File: src/rtl/alu_exec_stage.sv
// alu_exec_stage: two-entry valid/ready execute stage around a RISC-V style ALU
module alu_riscv (
  input  logic [31:0] a,
  input  logic [31:0] b,
  input  logic [4:0]  op,
  output logic [31:0] result,
  output logic        flag
);
  logic lt, ltu, base;
  assign lt = $signed(a) < $signed(b);
  assign ltu = a < b;
  assign base = op[2] ? (op[1] ? ltu : lt) : (a == b);
  assign flag = op[0] ? !base : base;
  always_comb begin
    result = '0;
    case (op)
      5'b00000: result = a + b;
      5'b01000: result = a - b;
      5'b00001: result = a << b[4:0];
      5'b00010: result = {31'd0, lt};
      5'b00011: result = {31'd0, ltu};
      5'b00100: result = a ^ b;
      5'b00101: result = a >> b[4:0];
      5'b01101: result = $signed(a) >>> b[4:0];
      5'b00110: result = a | b;
      5'b00111: result = a & b;
      default:  result = '0;
    endcase
  end
endmodule

module alu_exec_stage #(
  parameter int TAG_W = 5
) (
  input  logic             clk,
  input  logic             rst_n,
  input  logic             flush,
  input  logic             in_valid,
  output logic             in_ready,
  input  logic [31:0]      in_a,
  input  logic [31:0]      in_b,
  input  logic [4:0]       in_op,
  input  logic [TAG_W-1:0] in_tag,
  output logic             out_valid,
  input  logic             out_ready,
  output logic [31:0]      out_result,
  output logic             out_flag,
  output logic             out_illegal,
  output logic [TAG_W-1:0] out_tag,
  output logic [31:0]      retired_cnt
);
  logic             s1_valid, s2_valid, s1_adv, in_fire, branch, legal, alu_flag;
  logic [31:0]      s1_a, s1_b, alu_result;
  logic [4:0]       s1_op;
  logic [TAG_W-1:0] s1_tag;
  alu_riscv u_alu (.a(s1_a), .b(s1_b), .op(s1_op), .result(alu_result), .flag(alu_flag));
  assign s1_adv = s1_valid && (!s2_valid || out_ready);
  assign in_ready = !flush && (!s1_valid || s1_adv);
  assign in_fire = in_valid && in_ready;
  assign out_valid = s2_valid;
  assign branch = s1_op[4:3] == 2'b11;
  // 10xxx and 1101x are holes in the branch space; 01xxx only has SUB and SRA
  assign legal = s1_op[4:3] == 2'b00 || s1_op == 5'b01000 || s1_op == 5'b01101 ||
                 (branch && s1_op[2:1] != 2'b01);
  always_ff @(posedge clk or negedge rst_n) begin
    if (!rst_n) begin
      s1_valid <= 1'b0;
      s2_valid <= 1'b0;
      s1_a <= '0;
      s1_b <= '0;
      s1_op <= '0;
      s1_tag <= '0;
      out_result <= '0;
      out_flag <= 1'b0;
      out_illegal <= 1'b0;
      out_tag <= '0;
      retired_cnt <= '0;
    end else begin
      s1_valid <= !flush && (in_fire || (s1_valid && !s1_adv));
      s2_valid <= !flush && (s1_adv || (s2_valid && !out_ready));
      if (in_fire) begin
        s1_a <= in_a;
        s1_b <= in_b;
        s1_op <= in_op;
        s1_tag <= in_tag;
      end
      if (s1_adv && !flush) begin
        out_result <= (legal && !branch) ? alu_result : '0;
        out_flag <= legal && branch && alu_flag;
        out_illegal <= !legal;
        out_tag <= s1_tag;
      end
      if (out_valid && out_ready) retired_cnt <= retired_cnt + 32'd1;
    end
  end
endmodule

File: config.mk
export PLATFORM = sky130hd
export DESIGN_NAME = alu_exec_stage
export DESIGN_NICKNAME = d
export VERILOG_FILES = /design/src/rtl/alu_exec_stage.sv
export SDC_FILE = /design/constraint.sdc
export NUM_CORES = 1
export LEC_CHECK = 0
export BUFFER_PORTS_ARGS = -buffer_cell sky130_fd_sc_hd__buf_4
export CELL_PAD_IN_SITES_DETAIL_PLACEMENT = 2
export CELL_PAD_IN_SITES_GLOBAL_PLACEMENT = 2
export CORE_MARGIN = 4
export CORE_UTILIZATION = 37
export DETAILED_ROUTE_END_ITERATION = 6
export PLACE_DENSITY = 0.81
export SKIP_CTS_REPAIR_TIMING = 1
export SYNTH_ARGS = -nofsm -noshare
export SYNTH_HDL_FRONTEND = slang
export SYNTH_HIERARCHICAL = 1
export SYNTH_SLANG_ARGS = --single-unit
File: constraint.sdc
create_clock -name clk -period 5.4 [get_ports clk]
set_clock_uncertainty 0.05 [all_clocks]
set_input_delay 0.54 -clock clk [delete_from_list [all_inputs] [get_ports clk]]
set_output_delay 0.54 -clock clk [all_outputs]
set_load 0.1 [all_outputs]
Word level (Yosys, flattened, before mapping)
Cells that the tools add are included.

word-level totals
  flip-flop bits (word level) = 147
  input bits = 79
  logic and storage cells = 69

cells by class
  $add $sub $neg = 3
  $lt $le $gt $ge = 2
  equal/unequal tests = 12
  shift-type cells = 3
  multiplexer cells = 5
  bitwise operators = 3
  reduce and logical (&&, ||, !) cells = 30

operators with widths
  operator                 number
  $pmux W32 S10            1
  $lt A32 B32 Y1           2
  $add A32 B1 Y32 const B  1
  $add A32 B32 Y32         1
  $and A32 B32 Y32         1
  $eq A32 B32 Y1           1
  $mux W32                 1
  $or A32 B32 Y32          1
  $shl A32 B5 Y32          1
  $shr A32 B5 Y32          1
  $sshr A32 B5 Y32         1
  $sub A32 B32 Y32         1
  $xor A32 B32 Y32         1
  $eq A5 B3 Y1 const B     4
  $logic_and A1 B1 Y1      13
  $eq A5 B2 Y1 const B     2
  $eq A5 B4 Y1 const B     2
  $logic_not A1 Y1         8
  $logic_or A1 B1 Y1       7
  $eq A5 B1 Y1 const B     1
  $logic_not A5 Y1         1
  $mux W1                  3
  $eq A2 B2 Y1 const B     1
  $logic_not A2 Y1         1
  $ne A2 B1 Y1 const B     1

Depth between registers and ports, before layout
  word-level depth = 8
  gate-level depth with buffers = 17

Cells and area by module
The synthesis kept the hierarchy.

modules (own cells, without submodules)
  module          instances  cells an instance  area an instance (um^2)  seq. area each (um^2)
  alu_riscv       1          1248               8489.4                   0.0
  alu_exec_stage  1          384                5680.4                   3678.5

Least setup slack after synthesis
OpenSTA, ideal clock, no wires.

  path type = flip-flop to flip-flop
  start point = register s1_b[2]
  end point = register out_result[27]
  library setup time = 122 ps
  data arrival time = 3983 ps
  data required time = 5228 ps
  path slack = 1245 ps
  cell stages (with the launch flop) = 18
  path buffers = 5
  cells stage by stage = dfrtp_1 -> clkbuf_1 -> inv_1 -> buf_2 -> buf_2 -> clkbuf_1 -> ha_1 -> buf_2 -> a21oi_1 -> a211oi_1 -> o2111ai_1 -> o2111a_1 -> o31ai_1 -> or4b_1 -> and3_1 -> o21ai_0 -> nand4b_1 -> a22o_1

between the ends
  longest elaborated chain between the ends = 3
  elaborated cells between the ends (all ways) = 7
  classes of those cells = add/sub (2); shift (3); mux (2)

RTL lines
  element                                         RTL line  source
  start: declaration                              53        logic [31:0] s1_a, s1_b, alu_result;
  start signal: assignment                        83        s1_b <= in_b;
  $sub A32 B32 Y32, or another cell as far along  18        5'b01000: result = a - b;
  $pmux W32 S10 *                                 16        case (op)
  net alu_result[27]                              53
  $mux W32 *                                      88        out_result <= (legal && !branch) ? alu_result : '0;
  end signal: assignment                          88
  end: declaration                                46        output logic [31:0] out_result,

The timed path passes the listed nets; every way through them passes the cells marked *.
A chain may end at the register's enable or synchronous reset.

Worst setup path in the final report
  start point = register s1_b[1]
  end point = register out_result[27]

The elaborated chain is that of the path after synthesis.

==> results.cfg <==
[sta]
finalWorstSetupSlack_ns = 1.06
tns_ns = 0
slew_viol_final = 0
relSlewSlack_pct = 26.1
period_needed_ns = 4.34
fmax_ghz = 0.231
tightest_slew_ns = 1.11
hold_viol_final = 0
rsz0062_at_grt = no
setup_viol = 0
finalCritPeriodShare_pct = 80.3

[flow_run]
maxCapViolations = 0

[setup_path]
r2r_end = out_result[27]$_DFFE_PN0P_
path_max_fanout = 29
regToRegSetupSlack_ns = 1.06
arrival_ns = 4.63
start_kind = flip-flop
worstReg2RegStart = s1_b[1]$_DFFE_PN0P_
r2r_cells = 12
crit_type = flip-flop to flip-flop
cp-endpoint = out_result[27]$_DFFE_PN0P_
worstPathRequired_ns = 5.69
end_kind = flip-flop
crit_start = s1_b[1]$_DFFE_PN0P_

[synthesis]
ys_seq_area_share_pct = 26.0
synth_cell_type_count = 88
ys.flop_type = dfrtp_1
synth.ff_latch_count = 147
synthCells = 1632
synth_edf_count = 0
synth_warnings = 6
avgSynthCellArea_um2 = 8.68
syn-num-nets = 1811
synthArstFlopShare_pct = 100
netlist_area_mm2 = 0.0142

[die]
die_w_um = 204
die-area_mm2 = 0.0415
start_util_pct = 37.5
ioPinCount = 152
core_mm2 = 0.0378
rows = 71
die_h_um = 204

[place]
hpwl_mm = 50.6
io_buffer_count = 151
pre_cts_ws_ns = 1.18
place_congestion = 0.977
placedCellCount = 2215

[clocking]
cts_tree = done
cts_htree_levels = 4
clk_path_buf_depth = 2
numCtsBuffers = 17
clockRootBuffer = clkbuf_16
clkSinkCount = 147
clk_latency_ns = 0.47
clk_pin_slew_ns = 0.07

[final_layout]
fin_nets = 1902
final_cells = 2246
area_growth_pct = 15.6
antennaDiodeCount = 0
nFillCells = 4191
drive_gt1_share_pct = 22.7

[power]
power_leakage_uw = 0.00715
switchingPower_uw = 3370
p_seq_share_pct = 23.0
ir_worst_vdd_uv = 233
finalPower_uw = 6530
p_clk_share_pct = 19.5
power_density_mw_per_mm2 = 399
swShare_pct = 51.6
p_int_uw = 3160
combPwrFrac_pct = 57.5

[global_route]
grt.total_usage_pct = 32.9
grt_max_degree = 78
grt_pass1_vias = 15457
antenna_found_initial = 0
grt_pass1_wl_mm = 103
overflow = 0

[detailed_routing]
wirelength_mm = 69.4
num_vias = 14491
drtAntennaViolNets = 0
viasPerCell = 6.45
drtPass1Iterations = 5
drt_iter0_markers = 1556
wl_per_cell_um = 30.9
drc = 0

[worst_hold_path]
hp-class = primary input to asynchronous set/reset pin

[outcome]
status = complete, no violations
-- registers in the layout, summed over array words and instances, names as in the netlist --
| name | count |
|---|---|
| s1_valid | 1 |
| out_illegal | 1 |
| out_flag | 1 |
| out_valid | 1 |
| s1_op | 5 |
| s1_b | 32 |
| retired_cnt | 32 |
| out_result | 32 |
| s1_tag | 5 |
| s1_a | 32 |
| out_tag | 5 |
-- cells by family after synthesis --
family	count (synthesis)	share of synthesized area [%]
compound gates	482	22.8
simple gates	453	15.3
buf+inv	216	6.21
mux	175	17.1
flops	147	26.0
fa+ha+maj	100	8.94
xor+xnor	59	3.65
-- how the worst min path moves through the flow --
stage	from	to	slack, ns
2_1_floorplan	rst_n	out_flag$_DFFE_PN0P_	0.19
3_3_place_gp	out_illegal$_DFFE_PN0P_	out_illegal$_DFFE_PN0P_	0.41
3_5_place_dp	retired_cnt[31]$_DFFE_PN0P_	retired_cnt[31]$_DFFE_PN0P_	0.43
4_1_cts	rst_n	s1_a[24]$_DFFE_PN0P_	0.06
5_1_grt	rst_n	s1_b[29]$_DFFE_PN0P_	0.09
6_report	rst_n	s1_a[24]$_DFFE_PN0P_	0.04
-- power by group through the flow --
stage | Sequential, uW | Clock (uW) | Combinational (uW)
after global placement | 1500 | 0 | 3520
final | 1500 | 1270 | 3750
after detailed placement | 1520 | 0 | 3620
after global routing | 1520 | 1350 | 3950
after floorplan | 1900 | 0 | 2020
after CTS | 1500 | 1300 | 3660
-- cells in the final DEF (no fill, tap or decap), types with 7 or more instances in the layout --
master,n
nand2_1,103
or2_2,7
nor2_1,151
xnor2_1,51
or3_1,12
o21ai_0,107
mux4_2,45
dfrtp_1,144
clkbuf_16,17
nand2b_1,13
a31oi_1,14
a211o_1,13
mux2i_1,40
and3_1,12
a211oi_1,20
o31ai_1,14
a22oi_1,10
or4_1,7
ha_1,98
o211ai_1,26
mux2_2,90
a21o_1,20
nor3_1,37
xor2_1,8
buf_4,189
nor2b_1,7
a21oi_1,118
o21bai_1,13
o21a_1,7
nand4_1,23
o2111ai_1,7
a221oi_1,18
nand3_1,41
a22o_1,34
and2_1,7
inv_1,93
-- layer usage --
| metal | up-vias | global-route usage (%) | routed length [um] |
|---|---|---|---|
| met3 | 140 | 5.76 | 5320 |
| met5 | - | 0 | 0 |
| li1 | 6188 | - | - |
| met1 | 7494 | 43.4 | 28600 |
| met2 | 669 | 53.1 | 32100 |
| met4 | 0 | 14.4 | 3360 |
-- metrics by stage --
step	hold slack, ns	cell area, um2	util, %
after floorplan	0.194	14200	-
after CTS	0.0648	16400	43.4
after detailed placement	0.431	15800	41.8
final	0.0399	16400	43.4
after global placement	0.414	15800	41.8
after global routing	0.0926	16400	43.4
-- cells in the mapped netlist, drive strengths merged (8+ instances only) --
master	count	share of area, %
a221oi	20	1.3
a22o	34	2.1
a31oi	14	0.62
or3	12	0.53
a21o	20	1.1
mux4	45	7.2
mux2i	40	2.8
or4	8	0.45
nor2	152	4.0
and2	9	0.41
a21oi	119	4.2
nand2b	13	0.57
clkbuf	67	1.8
nand3	41	1.4
ha	98	8.7
xor2	8	0.49
nand2	104	2.8
o31ai	14	0.74
o211ai	26	1.4
nor2b	8	0.41
nor4	9	0.44
a211oi	22	1.3
inv	96	2.5
xnor2	51	3.2
a211o	13	0.80
buf	51	1.8
mux2	90	7.2
o21bai	13	0.69
nor3	38	1.3
nand4	23	1.0
dfrtp	147	26
o21ai	112	4.0
and3	12	0.53
a22oi	11	0.68
-- critical path, stage by stage (launching register included) --
cell	delay (ns)
dfrtp_2	0.43
inv_2	0.49
ha_1	0.32
nand3_1	0.17
a211oi_1	0.49
o2111ai_1	0.30
o2111a_1	0.27
o31ai_1	0.41
or4b_1	0.59
and3_1	0.23
o21ai_0	0.17
nand4b_1	0.11
a22o_1	0.20
-- layout make-up --
| class | instances | area, um2 | area share, % |
|---|---|---|---|
| flip-flops and latches | 147 | 3680 | 22.5 |
| multi-input cells | 1269 | 9660 | 59.0 |
| well taps | 511 | 639 | 3.90 |
| repair buffers | 190 | 1430 | 8.73 |
| clock inverters | 14 | 166 | 1.02 |
| clock buffers | 17 | 425 | 2.60 |
| inverters | 98 | 368 | 2.25 |
Note: power is estimated with default switching activity, not from simulation.
